<file path="config.mk">
export PLATFORM = sky130hd
export DESIGN_NAME = cordic_angle_reducer
export DESIGN_NICKNAME = d
export VERILOG_FILES = /design/src/rtl/cordic_pkg.sv /design/src/rtl/cordic_quadrant_map.sv /design/src/rtl/cordic_angle_reducer.sv
export SDC_FILE = /design/constraint.sdc
export NUM_CORES = 1
export LEC_CHECK = 0
export ABC_AREA = 1
export CELL_PAD_IN_SITES_DETAIL_PLACEMENT = 0
export CELL_PAD_IN_SITES_GLOBAL_PLACEMENT = 1
export CORE_MARGIN = 5
export CORE_UTILIZATION = 37
export CTS_CLUSTER_DIAMETER = 150
export DETAILED_ROUTE_END_ITERATION = 8
export PLACE_DENSITY_LB_ADDON = 0.08
export SLEW_MARGIN = 25
export SYNTH_ARGS = -nofsm -noshare
export SYNTH_HDL_FRONTEND = slang
export SYNTH_SLANG_ARGS = --single-unit
</file>
<file path="constraint.sdc">
create_clock -name clk -period 3.6 [get_ports clk]
set_input_delay 0.36 -clock clk [delete_from_list [all_inputs] [get_ports clk]]
set_output_delay 0.36 -clock clk [all_outputs]
set_load 0.005 [all_outputs]
</file>
<file path="src/rtl/cordic_pkg.sv">
// Shared constants, FSM state encoding and saturating negate for the CORDIC angle reducer.
package cordic_pkg;

  localparam int ANG_W = 17;
  localparam int Q14_W = 16;

  localparam logic signed [ANG_W-1:0] PI      = 17'sd25736;
  localparam logic signed [ANG_W-1:0] HALF_PI = 17'sd12868;
  localparam logic signed [ANG_W-1:0] TWO_PI  = 17'sd51472;

  typedef enum logic [2:0] {
    S_IDLE   = 3'd0,
    S_REDUCE = 3'd1,
    S_START  = 3'd2,
    S_WAIT   = 3'd3,
    S_OUT    = 3'd4
  } state_t;

  // -32768 has no positive twin in 16 bits, so it clamps to +32767.
  function automatic logic signed [Q14_W-1:0] sat_neg(input logic signed [Q14_W-1:0] v);
    return (v == 16'sh8000) ? 16'sh7fff : -v;
  endfunction

endpackage

</file>
<file path="src/rtl/cordic_quadrant_map.sv">
// Folds a Q3.13 angle in [-4,4) into [-pi/2, pi/2]; returns it as Q2.14 plus a negate flag.
module cordic_quadrant_map
  import cordic_pkg::*;
(
  input  logic signed [ANG_W-1:0] i_angle,
  output logic        [Q14_W-1:0] o_angle,
  output logic                    o_neg
);

  logic signed [ANG_W-1:0] w_a;

  always_comb begin
    w_a   = i_angle;
    o_neg = 1'b0;
    if (w_a >= PI) w_a = w_a - TWO_PI;
    if (w_a < -PI) w_a = w_a + TWO_PI;
    // Exactly +/-HALF_PI is left alone; exactly PI lands here as -PI and folds to 0.
    if (w_a > HALF_PI) begin
      w_a   = w_a - PI;
      o_neg = 1'b1;
    end else if (w_a < -HALF_PI) begin
      w_a   = w_a + PI;
      o_neg = 1'b1;
    end
    o_angle = Q14_W'(w_a <<< 1);
  end

endmodule

</file>
<file path="src/rtl/cordic_angle_reducer.sv">
// Angle reducer front-end for the CORDIC sin/cos core: fold, start core, sign-correct, present.
// Optional watchdog on the core handshake: define CORDIC_ANGLE_RED_WATCHDOG_EN.
module cordic_angle_reducer
  import cordic_pkg::*;
#(
  parameter int DATA_WIDTH = 16
`ifdef CORDIC_ANGLE_RED_WATCHDOG_EN
  ,
  parameter int TIMEOUT_CYCLES = 32
`endif
) (
  input  logic                  clk,
  input  logic                  rst_n,
  input  logic                  in_valid,
  output logic                  in_ready,
  input  logic [DATA_WIDTH-1:0] angle_in,
  output logic                  cordic_start,
  output logic [DATA_WIDTH-1:0] cordic_angle,
  input  logic [DATA_WIDTH-1:0] cordic_x,
  input  logic [DATA_WIDTH-1:0] cordic_y,
  input  logic                  cordic_done,
  output logic                  out_valid,
  input  logic                  out_ready,
  output logic [DATA_WIDTH-1:0] cos_out,
  output logic [DATA_WIDTH-1:0] sin_out,
  output logic                  err_out,
  output state_t                dbg_state
);

  // Handshakes: a transfer happens on a rising edge where valid and ready are both 1;
  // valid holds its payload stable until then, and in_ready/out_valid are never high together.

  state_t                  r_state;
  logic                    r_in_ready;
  logic signed [DATA_WIDTH:0] r_angle;
  logic [DATA_WIDTH-1:0]   r_cordic_angle;
  logic                    r_start;
  logic                    r_neg;
  logic                    r_out_valid;
  logic [DATA_WIDTH-1:0]   r_cos;
  logic [DATA_WIDTH-1:0]   r_sin;
  logic [DATA_WIDTH-1:0]   w_red_angle;
  logic                    w_red_neg;

`ifdef CORDIC_ANGLE_RED_WATCHDOG_EN
  localparam int WD_W = $clog2(TIMEOUT_CYCLES) + 1;
  logic [WD_W-1:0] r_wd_cnt;
  logic            r_err;
`endif

  cordic_quadrant_map u_map (
    .i_angle (r_angle),
    .o_angle (w_red_angle),
    .o_neg   (w_red_neg)
  );

  always_ff @(posedge clk or negedge rst_n) begin
    if (!rst_n) begin
      r_state        <= S_IDLE;
      r_in_ready     <= 1'b0;
      r_angle        <= '0;
      r_cordic_angle <= '0;
      r_start        <= 1'b0;
      r_neg          <= 1'b0;
      r_out_valid    <= 1'b0;
      r_cos          <= '0;
      r_sin          <= '0;
`ifdef CORDIC_ANGLE_RED_WATCHDOG_EN
      r_wd_cnt       <= '0;
      r_err          <= 1'b0;
`endif
    end else begin
      r_start <= 1'b0;
      case (r_state)
        S_IDLE: begin
          // in_ready comes up one cycle after reset release, then stays up while idle.
          if (r_in_ready && in_valid) begin
            r_angle    <= {angle_in[DATA_WIDTH-1], angle_in};
            r_in_ready <= 1'b0;
            r_state    <= S_REDUCE;
          end else begin
            r_in_ready <= 1'b1;
          end
        end
        S_REDUCE: begin
          r_cordic_angle <= w_red_angle;
          r_neg          <= w_red_neg;
          r_start        <= 1'b1;
          r_state        <= S_START;
        end
        S_START: begin
`ifdef CORDIC_ANGLE_RED_WATCHDOG_EN
          r_wd_cnt <= '0;
`endif
          r_state <= S_WAIT;
        end
        S_WAIT: begin
          if (cordic_done) begin
            r_cos       <= r_neg ? sat_neg(cordic_x) : cordic_x;
            r_sin       <= r_neg ? sat_neg(cordic_y) : cordic_y;
            r_out_valid <= 1'b1;
            r_state     <= S_OUT;
`ifdef CORDIC_ANGLE_RED_WATCHDOG_EN
            r_err       <= 1'b0;
          end else if (r_wd_cnt == WD_W'(TIMEOUT_CYCLES - 1)) begin
            r_cos       <= '0;
            r_sin       <= '0;
            r_err       <= 1'b1;
            r_out_valid <= 1'b1;
            r_state     <= S_OUT;
          end else begin
            r_wd_cnt <= r_wd_cnt + 1'b1;
`endif
          end
        end
        S_OUT: begin
          if (out_ready) begin
            r_out_valid <= 1'b0;
            r_in_ready  <= 1'b1;
            r_state     <= S_IDLE;
          end
        end
        default: r_state <= S_IDLE;
      endcase
    end
  end

  assign in_ready     = r_in_ready;
  assign cordic_start = r_start;
  assign cordic_angle = r_cordic_angle;
  assign out_valid    = r_out_valid;
  assign cos_out      = r_cos;
  assign sin_out      = r_sin;
  assign dbg_state    = r_state;
`ifdef CORDIC_ANGLE_RED_WATCHDOG_EN
  assign err_out      = r_err;
`else
  assign err_out      = 1'b0;
`endif

endmodule

</file>
# After elaboration in Yosys (flattened, before gate mapping)
# Cells that the tools add are included.
# word_totals
wordCells	58
mem_bits_rw	0
input_bits	53
latchBits	0
n_memories	0
output_inout_bits	55
reg_bits	70
mem_bits_ro	0
# op_classes
n_reduce_logical	9
n_addsub	6
shift	0
div	0
mux	21
n_eq_ne	9
bitwise	0
multipliers	0
magnitude_cmp	4
# ops
cell	n
$mux 16	4
$mux 17	2
$eq 16x16->1 const B	2
$neg 16->16	2
$mux 15	2
$add 17x17->17 const B	1
$gt 17x15->1 const B	1
$lt 17x15->1 const B	1
$lt 17x16->1 const B	1
$sub 16x17->17 const B	1
$ge 16x16->1 const B	1
$add 15x14->15 const B	1
$pmux 3 s5	1
$sub 15x14->15 const B	1
$mux 3	3
$mux 1	7
$eq 3x2->1 const B	2
$ne 2x2->1 const B	3
$reduce_and 2->1	3
$reduce_and 3->1	2
$pmux 1 s2	2
$reduce_bool 2->1	2
$eq 3x1->1 const B	1
$eq 3x3->1 const B	1
2 further kinds	2

# Longest topological paths before layout
# Gate-level depths: netlist of run 1.
# logic_depth
ltp_word	7
ltp_mapped	31
depth_no_buf	31

# By module
# Synthesis of run 1 repeated with hierarchy kept, for this count alone.
# unflattened
hier_cells	956
hier_area_um2	5995.8
# by_module_without_submodules
mod	cells_per_inst	instances	seq_area_each_um2	area_each_um2
cordic_angle_reducer	457	1	1776.7	3746.1
cordic_quadrant_map	499	1	0.0	2249.7

# Worst setup path after synthesis of run 1
# Ideal clock, no wire load.
# synth_timing
path_kind	register -> register
from	register r_angle[4]
to	register r_cordic_angle[10], in the netlist cordic_angle[10]
n_path_buf	1
setup_ns	0.116
path_slack_ns	0.489
arrival_ns	2.995
synth_period_minus_slack_ns	3.111
stages_incl_launch_ff	29
required_ns	3.484
path_cell_list	dfrtp_1 > inv_1 > ha_1 > nand3_1 > nand2_1 > nand2_1 > nand2_1 > nand2_2 > nand2_2 > buf_6 > nand2_1 > nand2_1 > clkinv_1 > nand2_1 > nand3_4 > nand3_4 > nand2_1 > nand2_2 > ha_1 > inv_1 > nor2_1 > nand2_1 > nand2_1 > nand2_1 > xor2_1 > nand2_1 > nand3b_1 > nand2_1 > nand2_1
# synth_between
elab_chain_cells	7
word_cells_on_any_way	12
cone_classes	4 x add/sub; 4 x order compare; 4 x mux
# synth_lines
element	line_no	text
from (decl)	cordic_angle_reducer.sv:35	logic signed [DATA_WIDTH:0] r_angle;
from (signal assigned)	cordic_angle_reducer.sv:78	r_angle <= {angle_in[DATA_WIDTH-1], angle_in};
$sub 16x17->17 / $ge 16x16->1 (equally long branches)	cordic_quadrant_map.sv:15	if (w_a >= PI) w_a = w_a - TWO_PI;
$mux 17 (*)	cordic_quadrant_map.sv:15	
$add 17x17->17 / $lt 17x16->1 (equally long branches)	cordic_quadrant_map.sv:16	if (w_a < -PI) w_a = w_a + TWO_PI;
$mux 17 (*)	cordic_quadrant_map.sv:16	
$add 15x14->15 / $lt 17x15->1 (equally long branches)	cordic_quadrant_map.sv:22, cordic_quadrant_map.sv:21	
$mux 15	cordic_quadrant_map.sv:21	end else if (w_a < -HALF_PI) begin
$mux 15 (*)	cordic_quadrant_map.sv:18	if (w_a > HALF_PI) begin
to (signal assigned)	cordic_angle_reducer.sv:86	r_cordic_angle <= w_red_angle;
to (decl)	cordic_angle_reducer.sv:36	logic [DATA_WIDTH-1:0] r_cordic_angle;
# Every way passes the cells marked *; elsewhere a longest branch is shown, timed or not.
# A chain may end at the register's enable or synchronous reset.

# Worst setup path in the final report of run 1
# layout_timing
from	register r_angle[4]
to	register r_cordic_angle[15], in the netlist cordic_angle[15]
# The elaborated chain is that of the path after synthesis.

==> results of run 1 <==
## sequential cells by signal, summed over array words and instances (netlist names)
signal	flops
cos_out	16
r_angle	16
sin_out	16
cordic_angle	15
dbg_state	3
cordic_start	1
in_ready	1
out_valid	1
r_neg	1
## worst register-to-register path, stage by stage, from the launching register on
cell and delay [ns]:
dfrtp_1 0.38, inv_2 0.05, ha_2 0.18, nand3_1 0.07, nand2_1 0.05, nand2_1 0.07, nand2_2 0.06, nand2_4 0.16
buf_6 0.15, nand4_1 0.10, nand2_2 0.18, nand2_2 0.08, inv_2 0.06, nand2_2 0.07, nand3_4 0.17, nand3_4 0.14
buf_6 0.15, o21ai_4 0.18, nand3_1 0.10, nor2_1 0.12, nand4_1 0.21, nand3_4 0.22, clkbuf_16 0.18, nand2_1 0.05
nand3_1 0.11, nand2_1 0.07
## final cells by class
cell class / instances / area [µm²]
clock buffer: 9 / 225
multi-input combinational: 612 / 3340
inverter: 90 / 338
tap: 180 / 225
sequential: 70 / 1750
clock inverter: 7 / 63.8
timing repair buffer: 164 / 1610
fill: 1388 / 6430
## stage by stage
stage	cell area, µm²	hold WS (ns)
after floorplan	5320	0.0644
after global placement	6670	0.463
after detailed placement	6670	0.470
after CTS	6960	0.199
after global routing	7560	0.104
final	7560	0.0400
## power breakdown
part           switching [mW]  internal (mW)  total [mW]
logic                    3.89           2.93        6.82
clock network           0.387          0.482       0.869
registers               0.296           1.18        1.47
## how the worst max path moves through the flow
stage                             endpoint  slack (ns)  depth (start not counted)
final                     cordic_angle[15]        0.14                         25
after global routing       cordic_angle[9]       -0.09                         29
after detailed placement   cordic_angle[9]       -0.06                         28
after CTS                  cordic_angle[9]      0.0002                         28
after global placement    cordic_angle[13]       -0.02                         26
after floorplan           cordic_angle[10]        0.49                         28
## per-layer routing
metal,vias to the layer above,GRT usage,part of all wire
met5,-,0,0.00063
met4,2,0.0587,0.020
met3,28,0.0569,0.059
met2,138,0.320,0.48
met1,2704,0.260,0.44
li1,2871,-,-
## cell families (layout without fill, tap and decap cells)
group,count (synthesis),in the layout,share of synthesized area
AND/OR/NAND/NOR,486,491,0.406
buffers and inverters,115,270,0.0948
AO/OA/AOI/OAI,83,83,0.105
flip-flops,70,70,0.329
XOR/XNOR,29,29,0.0478
adder cells (fa/ha/maj),5,5,0.0118
multiplexers,2,2,0.00423
other,1,2,0.000705
## layout by cell type (no fill, tap or decap), drive strengths merged, types with 2 or more instances in the layout
| cell type | n |
|---|---|
| xnor2 | 14 |
| clkinvlp | 2 |
| xor2 | 15 |
| a21oi | 27 |
| o21bai | 3 |
| nand4 | 15 |
| clkbuf | 11 |
| inv | 94 |
| nand2 | 261 |
| nor3 | 15 |
| nor2 | 110 |
| conb | 2 |
| dfrtp | 70 |
| mux2 | 2 |
| a2bb2oi | 13 |
| clkdlybuf4s50 | 104 |
| or2 | 4 |
| buf | 58 |
| o22a | 9 |
| nand3b | 3 |
| nand3 | 80 |
| o22ai | 8 |
| a31oi | 4 |
| ha | 5 |
| o21ai | 19 |
## timing repair
action / CTS / global route
hold buffers: 0 / 0
pin swaps: 0 / 32
cloned: 0 / 8
gates resized for setup: 2 / 71
buffers inserted: 0 / 26
endpoints found under the setup margin: 8 / 13
hold endpoints to repair: 0 / 0
==> impl_metrics.json, run 1 <==
{
  "fin_setup_tns_ns": 0,
  "worstSkewPairLatency_ns": 0.34,
  "fmax_ghz": 0.289,
  "hold_path.class": "input pin to asynchronous set/reset pin",
  "critPathBufInv": 5,
  "critPathLaunchType": "register",
  "status": "finished clean",
  "drive_gt1_frac": 0.190,
  "ant_nets": 0,
  "synth_top_cell_by_area": "dfrtp_1",
  "ys_ff_latch": 70,
  "antenna_found_initial": 1,
  "synth-main-ff-cell": "dfrtp_1",
  "ys_types": 43,
  "regToRegSetupSlack_ns": 0.14,
  "ys_warn_count": 0,
  "setup_ws_ns": 0.136,
  "ios": 108,
  "synth_cells": 791,
  "postSynthAreaPerCell_um2": 6.72,
  "p_per_area_nw_per_um2": 1210,
  "dp_slack_ns": -0.0601,
  "drc": 0,
  "worstMarginPinSlew_ns": 0.678,
  "dieArea_um2": 16900,
  "cp-end-kind": "register",
  "clockBufferDepth": 2,
  "clk_pin_slew_ns": 0.06,
  "cp_top_family": "simple AND/OR/NAND/NOR gates",
  "synthArstFlopShare": 1.00,
  "fp.dieH_um": 130,
  "drt-initial-drc-count": 340,
  "cts_tree": "done",
  "crit_start": "r_angle[4]",
  "required_ns": 3.83,
  "yosysSeqAreaShare": 0.329,
  "fp-row-count": 43,
  "vias": 5743,
  "final_util": 0.541,
  "wire_per_inst_um": 15.5,
  "grt_pass1_vias": 5252,
  "rsz0062_at_grt": "true",
  "min_period_ns": 3.46,
  "vdd.ir_drop.worst_uv": 361,
  "viasPerCell": 5.07,
  "fin_crit_sh": 0.962,
  "synth_area_leaders": "dfrtp_1 (33%), nand2_1 (17%), nor2_1 (7.1%)",
  "cts-root-buf": "clkbuf_16",
  "synth_top_area_share": 0.329,
  "max_stage_delay_ns": 0.38,
  "slew-limit-headroom": 0.548,
  "cp_data_arrival_time_ns": 3.69,
  "start_util": 0.380,
  "synth_most_common_cell": "nand2_1",
  "drt_wl_total_um": 17600,
  "cts_made_buffers": 9,
  "cpMaxStageDelayCell": "dfrtp_1",
  "grt_overflow": 0,
  "synth_edf_count": 0,
  "fin_worst_skew_ns": 0.0105,
  "grt.total_usage": 0.198,
  "r2r_start": "r_angle[4]",
  "dp_cells": 1082,
  "r2r_cells": 25,
  "power.total_mw": 9.16,
  "fin_cells": 1132,
  "grt_first_pass_wirelength_um": 26600,
  "drv_cap": 0,
  "gp_congestion": 0.890,
  "final_hold_viol_count": 0,
  "numPortBuffers": 105,
  "diodes": 0,
  "grt_max_degree": 71,
  "path_max_fanout": 8,
  "syn-cell-area_um2": 5320,
  "drt-pass1-iter-count": 5,
  "die_w_um": 130,
  "leakage_nw": 3.65,
  "reg2reg_to": "cordic_angle[15]",
  "slew_viol_final": 0,
  "ctsHtreeMaxLevel": 3,
  "dpl.hpwl_um": 12600,
  "cts_sinks": 70,
  "fin_nets": 1005,
  "synth_commonest_cells": "nand2_1 (237), nor2_1 (101), inv_1 (82)",
  "worstSetupPathType": "register to register",
  "area_growth_pct": 42.2,
  "design.core.area_um2": 14000,
  "setup_violations": 0
}
(Power assumes the default switching activity.)
==> inputs of run 2 (changes only) <==
--- a/config.mk
+++ b/config.mk
@@ -9,9 +9,10 @@
 export CELL_PAD_IN_SITES_DETAIL_PLACEMENT = 0
 export CELL_PAD_IN_SITES_GLOBAL_PLACEMENT = 1
 export CORE_MARGIN = 5
-export CORE_UTILIZATION = 37
+export CORE_UTILIZATION = 45
 export CTS_CLUSTER_DIAMETER = 150
 export DETAILED_ROUTE_END_ITERATION = 8
+export DONT_BUFFER_PORTS = 1
 export PLACE_DENSITY_LB_ADDON = 0.08
 export SLEW_MARGIN = 25
 export SYNTH_ARGS = -nofsm -noshare
==> run 2 against run 1 <==
Against the previous run: worst hold slack better by 0.13 ns; maximum frequency grew 3.6%; non-clock buffer count is 129 lower; register-to-register slack gained 0.12 ns; sequential cell count stayed put; cell count shrank 15%; clock power up 15%.
==> impl_metrics.json, run 2 (same netlist as run 1, synthesis figures left out) <==
{
  "cts-root-buf": "clkbuf_16",
  "status": "finished clean",
  "grt_overflow": 0,
  "drc": 0,
  "cts_made_buffers": 9,
  "fp-row-count": 39,
  "setup_violations": 0,
  "holdCritStartpoint": "angle_in[0]",
  "worstSkewPairLatency_ns": 0.34,
  "required_ns": 3.83,
  "setup_ws_ns": 0.257,
  "fin_area_um2": 6090,
  "die_w_um": 119,
  "cpMaxStageDelayCell": "dfrtp_1",
  "worstMarginPinSlew_ns": 0.645,
  "regToRegSetupSlack_ns": 0.26,
  "fp.dieH_um": 119,
  "fmax_ghz": 0.299,
  "p_per_area_nw_per_um2": 1270,
  "crit_top_cell": "nand2_1",
  "multi_input_area_um2": 3180,
  "slew_viol_final": 0,
  "drt_wl_total_um": 15100,
  "cts_tree": "done",
  "leakage_nw": 3.08,
  "clk_pin_slew_ns": 0.06,
  "cp_data_arrival_time_ns": 3.58,
  "drv_cap": 0,
  "ctsHtreeMaxLevel": 3,
  "drt-initial-drc-count": 236,
  "hold_path.class": "input pin to register",
  "ff_latch_area_um2": 1750,
  "dieArea_um2": 14100,
  "mostFrequentLayoutCell": "nand2_1",
  "numPortBuffers": 0,
  "ant_nets": 0,
  "reg2reg_to": "cordic_angle[7]",
  "slew-limit-headroom": 0.570,
  "antenna_found_initial": 0,
  "dp_slack_ns": -0.0467,
  "wire_per_inst_um": 15.7,
  "max_stage_delay_ns": 0.38,
  "grt_max_degree": 71,
  "grt.total_usage": 0.214,
  "vias": 5137,
  "r2r_cells": 29,
  "drt-pass1-iter-count": 4,
  "viasPerCell": 5.33,
  "cts_sinks": 70,
  "path_max_fanout": 11,
  "drive_gt1_frac": 0.152,
  "fin_nets": 873,
  "r2r_start": "r_angle[4]",
  "grt_first_pass_wirelength_um": 24600,
  "min_period_ns": 3.34,
  "ios": 108,
  "cp-end-kind": "register",
  "start_util": 0.462,
  "clockBufferDepth": 2,
  "critPathLaunchType": "register",
  "min_path_cells": 1,
  "vdd.ir_drop.worst_uv": 444,
  "hold_end": "r_angle[0]",
  "fillers": 1168,
  "power.total_mw": 7.72,
  "design.core.area_um2": 11500,
  "final_cell_mix": "nand2_1 (230), nor2_1 (98), inv_1 (79)",
  "grt_pass1_vias": 4982,
  "fin_worst_skew_ns": 0.00506,
  "dpl.hpwl_um": 11300,
  "worstSetupPathType": "register to register",
  "gp_congestion": 0.921,
  "final_hold_viol_count": 0,
  "placedInstanceArea_um2": 5560,
  "fin_crit_sh": 0.929,
  "area_growth_pct": 14.6
}
run 2: changes by cell type in the layout (fill, tap and decap cells not counted), moves of 3 or more:
cell | before | now
clkdlybuf4s50_1 | 104 | 0
buf_12 | 4 | 1
buf_4 | 44 | 29
nor2_1 | 93 | 98
nor2_2 | 11 | 8
buf_6 | 10 | 3
nand2_1 | 215 | 230
nand3_1 | 66 | 70
nand2_4 | 10 | 4
nand2_2 | 35 | 24
nand3_4 | 6 | 3
run 2: area by class of cell:
type	instances	share of cell area
antenna	1	0.000411
clock buffer	9	0.0370
clock inverter	7	0.0175
inverter	90	0.0554
multi-input combinational	609	0.522
sequential	70	0.287
tap	143	0.0294
timing repair buffer	35	0.0507
run 2: timing repair:
item,CTS,global route
hold buffers,2,0
setup endpoints to repair,5,13
gates cloned,0,2
resized for setup,3,28
buffers inserted,0,5
pin swaps,0,7
endpoints found under the hold margin,70,0
run 2: stage by stage:
stage | TNS, ns | hold slack, ns | util | cells
2_1_floorplan | 0 | 0.0644 | - | 792
3_3_place_gp | 0 | 0.0682 | 0.483 | 938
3_5_place_dp | -0.0811 | 0.0687 | 0.483 | 938
4_1_cts | 0 | 0.159 | 0.515 | 956
5_1_grt | -0.0129 | 0.160 | 0.529 | 963
6_report | 0 | 0.169 | 0.529 | 964
run 2: worst max path at each step:
stage                             to  depth (start not counted)  startpoint
floorplan           cordic_angle[10]                         28  r_angle[4]
global placement    cordic_angle[11]                         29  r_angle[4]
detailed placement  cordic_angle[11]                         29  r_angle[4]
CTS                 cordic_angle[11]                         29  r_angle[4]
global route        cordic_angle[14]                         29  r_angle[5]
finish               cordic_angle[7]                         29  r_angle[4]
run 2: per-layer routing:
metal	GRT usage	part of all wire	vias to the layer above
met2	0.348	0.45	146
met4	0.0731	0.023	0
met3	0.0721	0.078	31
met5	0	0	-
li1	-	-	2592
met1	0.268	0.44	2368
run 2: critical path, delay by kind of cell, from the launching register on:
family | cells | cell delay, ns
buffers and inverters | 5 | 0.52
DFF | 1 | 0.38
and+or+nand+nor | 22 | 1.97
adders and majority gates | 2 | 0.36
run 2: power by group:
group	leakage [nW]	switching [mW]	internal [mW]	total, mW
logic	2.12	3.27	1.89	5.16
registers	0.796	0.382	1.18	1.56
clock network	0.162	0.379	0.618	0.996
total	3.08	4.03	3.69	7.72
==> inputs of run 3 (changes only) <==
==> constraint.sdc (replaced) <==
create_clock -name clk -period 3.6 [get_ports clk]
set_input_delay 0.36 -clock clk [delete_from_list [all_inputs] [get_ports clk]]
set_output_delay 0.36 -clock clk [all_outputs]
set_load 0.01 [all_outputs]
==> run 3 against run 2 <==
Against the previous run: via count is 0.68% higher; critical path depth is 8 lower; worst setup slack better by 0.011 ns; sequential cell count stayed put; maximum frequency is 0.34% higher; count of clock-buffer cells in the layout stayed put; design area is 1.6% higher; register-to-register slack hardly changed; cell count is 0.62% higher; sequential share of layout area is 0.46 points lower; first-iteration DRC count is 18% higher; non-clock buffer count is 6 higher; largest cell class unchanged.
==> impl_metrics.json, run 3 (same netlist as run 1, synthesis figures left out) <==
{
  "status": "finished clean",
  "clk_pin_slew_ns": 0.06,
  "grt_first_pass_wirelength_um": 24600,
  "crit_top_cell": "nand2_1",
  "dpl.hpwl_um": 11400,
  "cts_tree": "done",
  "antenna_found_initial": 0,
  "grt_max_degree": 71,
  "drt-initial-drc-count": 278,
  "cts-root-buf": "clkbuf_16",
  "final_util": 0.538,
  "wire_per_inst_um": 15.6,
  "fin_crit_sh": 0.926,
  "path_max_fanout": 22,
  "fp.dieH_um": 119,
  "grt_overflow": 0,
  "cts_made_buffers": 9,
  "ant_nets": 0,
  "critPathLaunchType": "register",
  "dp_slack_ns": -0.0668,
  "worstSkewPairLatency_ns": 0.34,
  "ios": 108,
  "slew-limit-headroom": 0.563,
  "worstMarginPinSlew_ns": 0.655,
  "fp-row-count": 39,
  "start_util": 0.462,
  "setup_violations": 0,
  "r2r_start": "r_angle[14]",
  "clockBufferDepth": 2,
  "hold_path.class": "input pin to register",
  "fin_worst_skew_ns": 0.00643,
  "vias": 5172,
  "drv_cap": 0,
  "slew_viol_final": 0,
  "design.core.area_um2": 11500,
  "drive_gt1_frac": 0.166,
  "gp_congestion": 0.921,
  "area_growth_pct": 16.5,
  "viasPerCell": 5.33,
  "setup_ws_ns": 0.268,
  "drt-pass1-iter-count": 5,
  "critPathBufInv": 3,
  "final_cell_mix": "nand2_1 (226), nor2_1 (96), inv_1 (79)",
  "cp_data_arrival_time_ns": 3.61,
  "holdCritStartpoint": "angle_in[0]",
  "cts_sinks": 70,
  "cp-end-kind": "register",
  "ctsHtreeMaxLevel": 3,
  "cpMaxStageDelayCell": "nor3_2",
  "fin_nets": 880,
  "numPortBuffers": 0,
  "mostFrequentLayoutCell": "nand2_1",
  "grt.total_usage": 0.214,
  "dieArea_um2": 14100,
  "min_period_ns": 3.33,
  "cp_top_family": "simple AND/OR/NAND/NOR gates",
  "final_hold_viol_count": 0,
  "max_stage_delay_ns": 0.37,
  "crit_path_cell_trace": "inv_1 -> nor3_2 -> buf_4 -> nand3_1 -> nand2_2 -> ha_1 -> nand2_1 -> nor2_2 -> nand3_1 -> nand3_1 -> nand2_1 -> o21ai_2 -> nand2_1 -> nor2_1 -> nand4_1 -> nand3_2 -> buf_12 -> nor2_1 -> nor2_1 -> nand2_1 -> nand2_1",
  "crit_start": "r_angle[14]",
  "diodes": 0,
  "fillers": 1160,
  "grt_pass1_vias": 4963,
  "drc": 0,
  "fmax_ghz": 0.300,
  "die_w_um": 119,
  "worstSetupPathType": "register to register",
  "drt_wl_total_um": 15200,
  "required_ns": 3.88
}
-- run 3: metrics by stage --
stage	hold WS, ns	instance area (µm²)	std cells	setup TNS, ns
final	0.169	6190	970	0
after global routing	0.158	6190	970	-0.0693
after CTS	0.157	5930	956	-0.00423
after detailed placement	0.0687	5560	938	-0.0848
after global placement	0.0682	5560	938	0
after floorplan	0.0644	5320	792	0
-- run 3: timing repair --
item,4_1_cts,5_1_grt
setup endpoints to repair,5,13
buffers inserted,0,10
cloned,0,4
hold buffers,2,0
resized for setup,3,38
pin swaps,0,15
endpoints found under the hold margin,70,0
-- run 3: path summary, 6_finish.rpt --
path / end / slack [ns] / cells past startpoint
max in group asynchronous: r_angle[8] / 2.69 / 2
hold reg to reg: cordic_angle[1] / 0.51 / 2
hold / removal: r_angle[0] / 0.17 / 1
setup reg to reg: cordic_angle[13] / 0.27 / 21
setup / recovery: cordic_angle[13] / 0.27 / 21
min in group asynchronous: cordic_angle[13] / 0.56 / 2
-- run 3: routing by layer --
layer / global-route usage / up-vias / part of all wire
met5: 0 / - / 0
met2: 0.342 / 132 / 0.46
met1: 0.269 / 2396 / 0.45
li1: - / 2620 / -
met4: 0.0673 / 0 / 0.022
met3: 0.0783 / 24 / 0.072
-- run 3: area by class of cell --
type | count | area [µm²] | share of cell area
repair buffers | 41 | 370 | 0.0598
flip-flops and latches | 70 | 1750 | 0.283
clock buffers | 9 | 225 | 0.0364
multi-input cells | 610 | 3220 | 0.520
well taps | 143 | 179 | 0.0289
inverters | 90 | 342 | 0.0552
clock inverters | 7 | 105 | 0.0170
Power of run 3 is not shown: default switching activity piles up to over one toggle a cycle in this logic, so the estimate is an artifact.
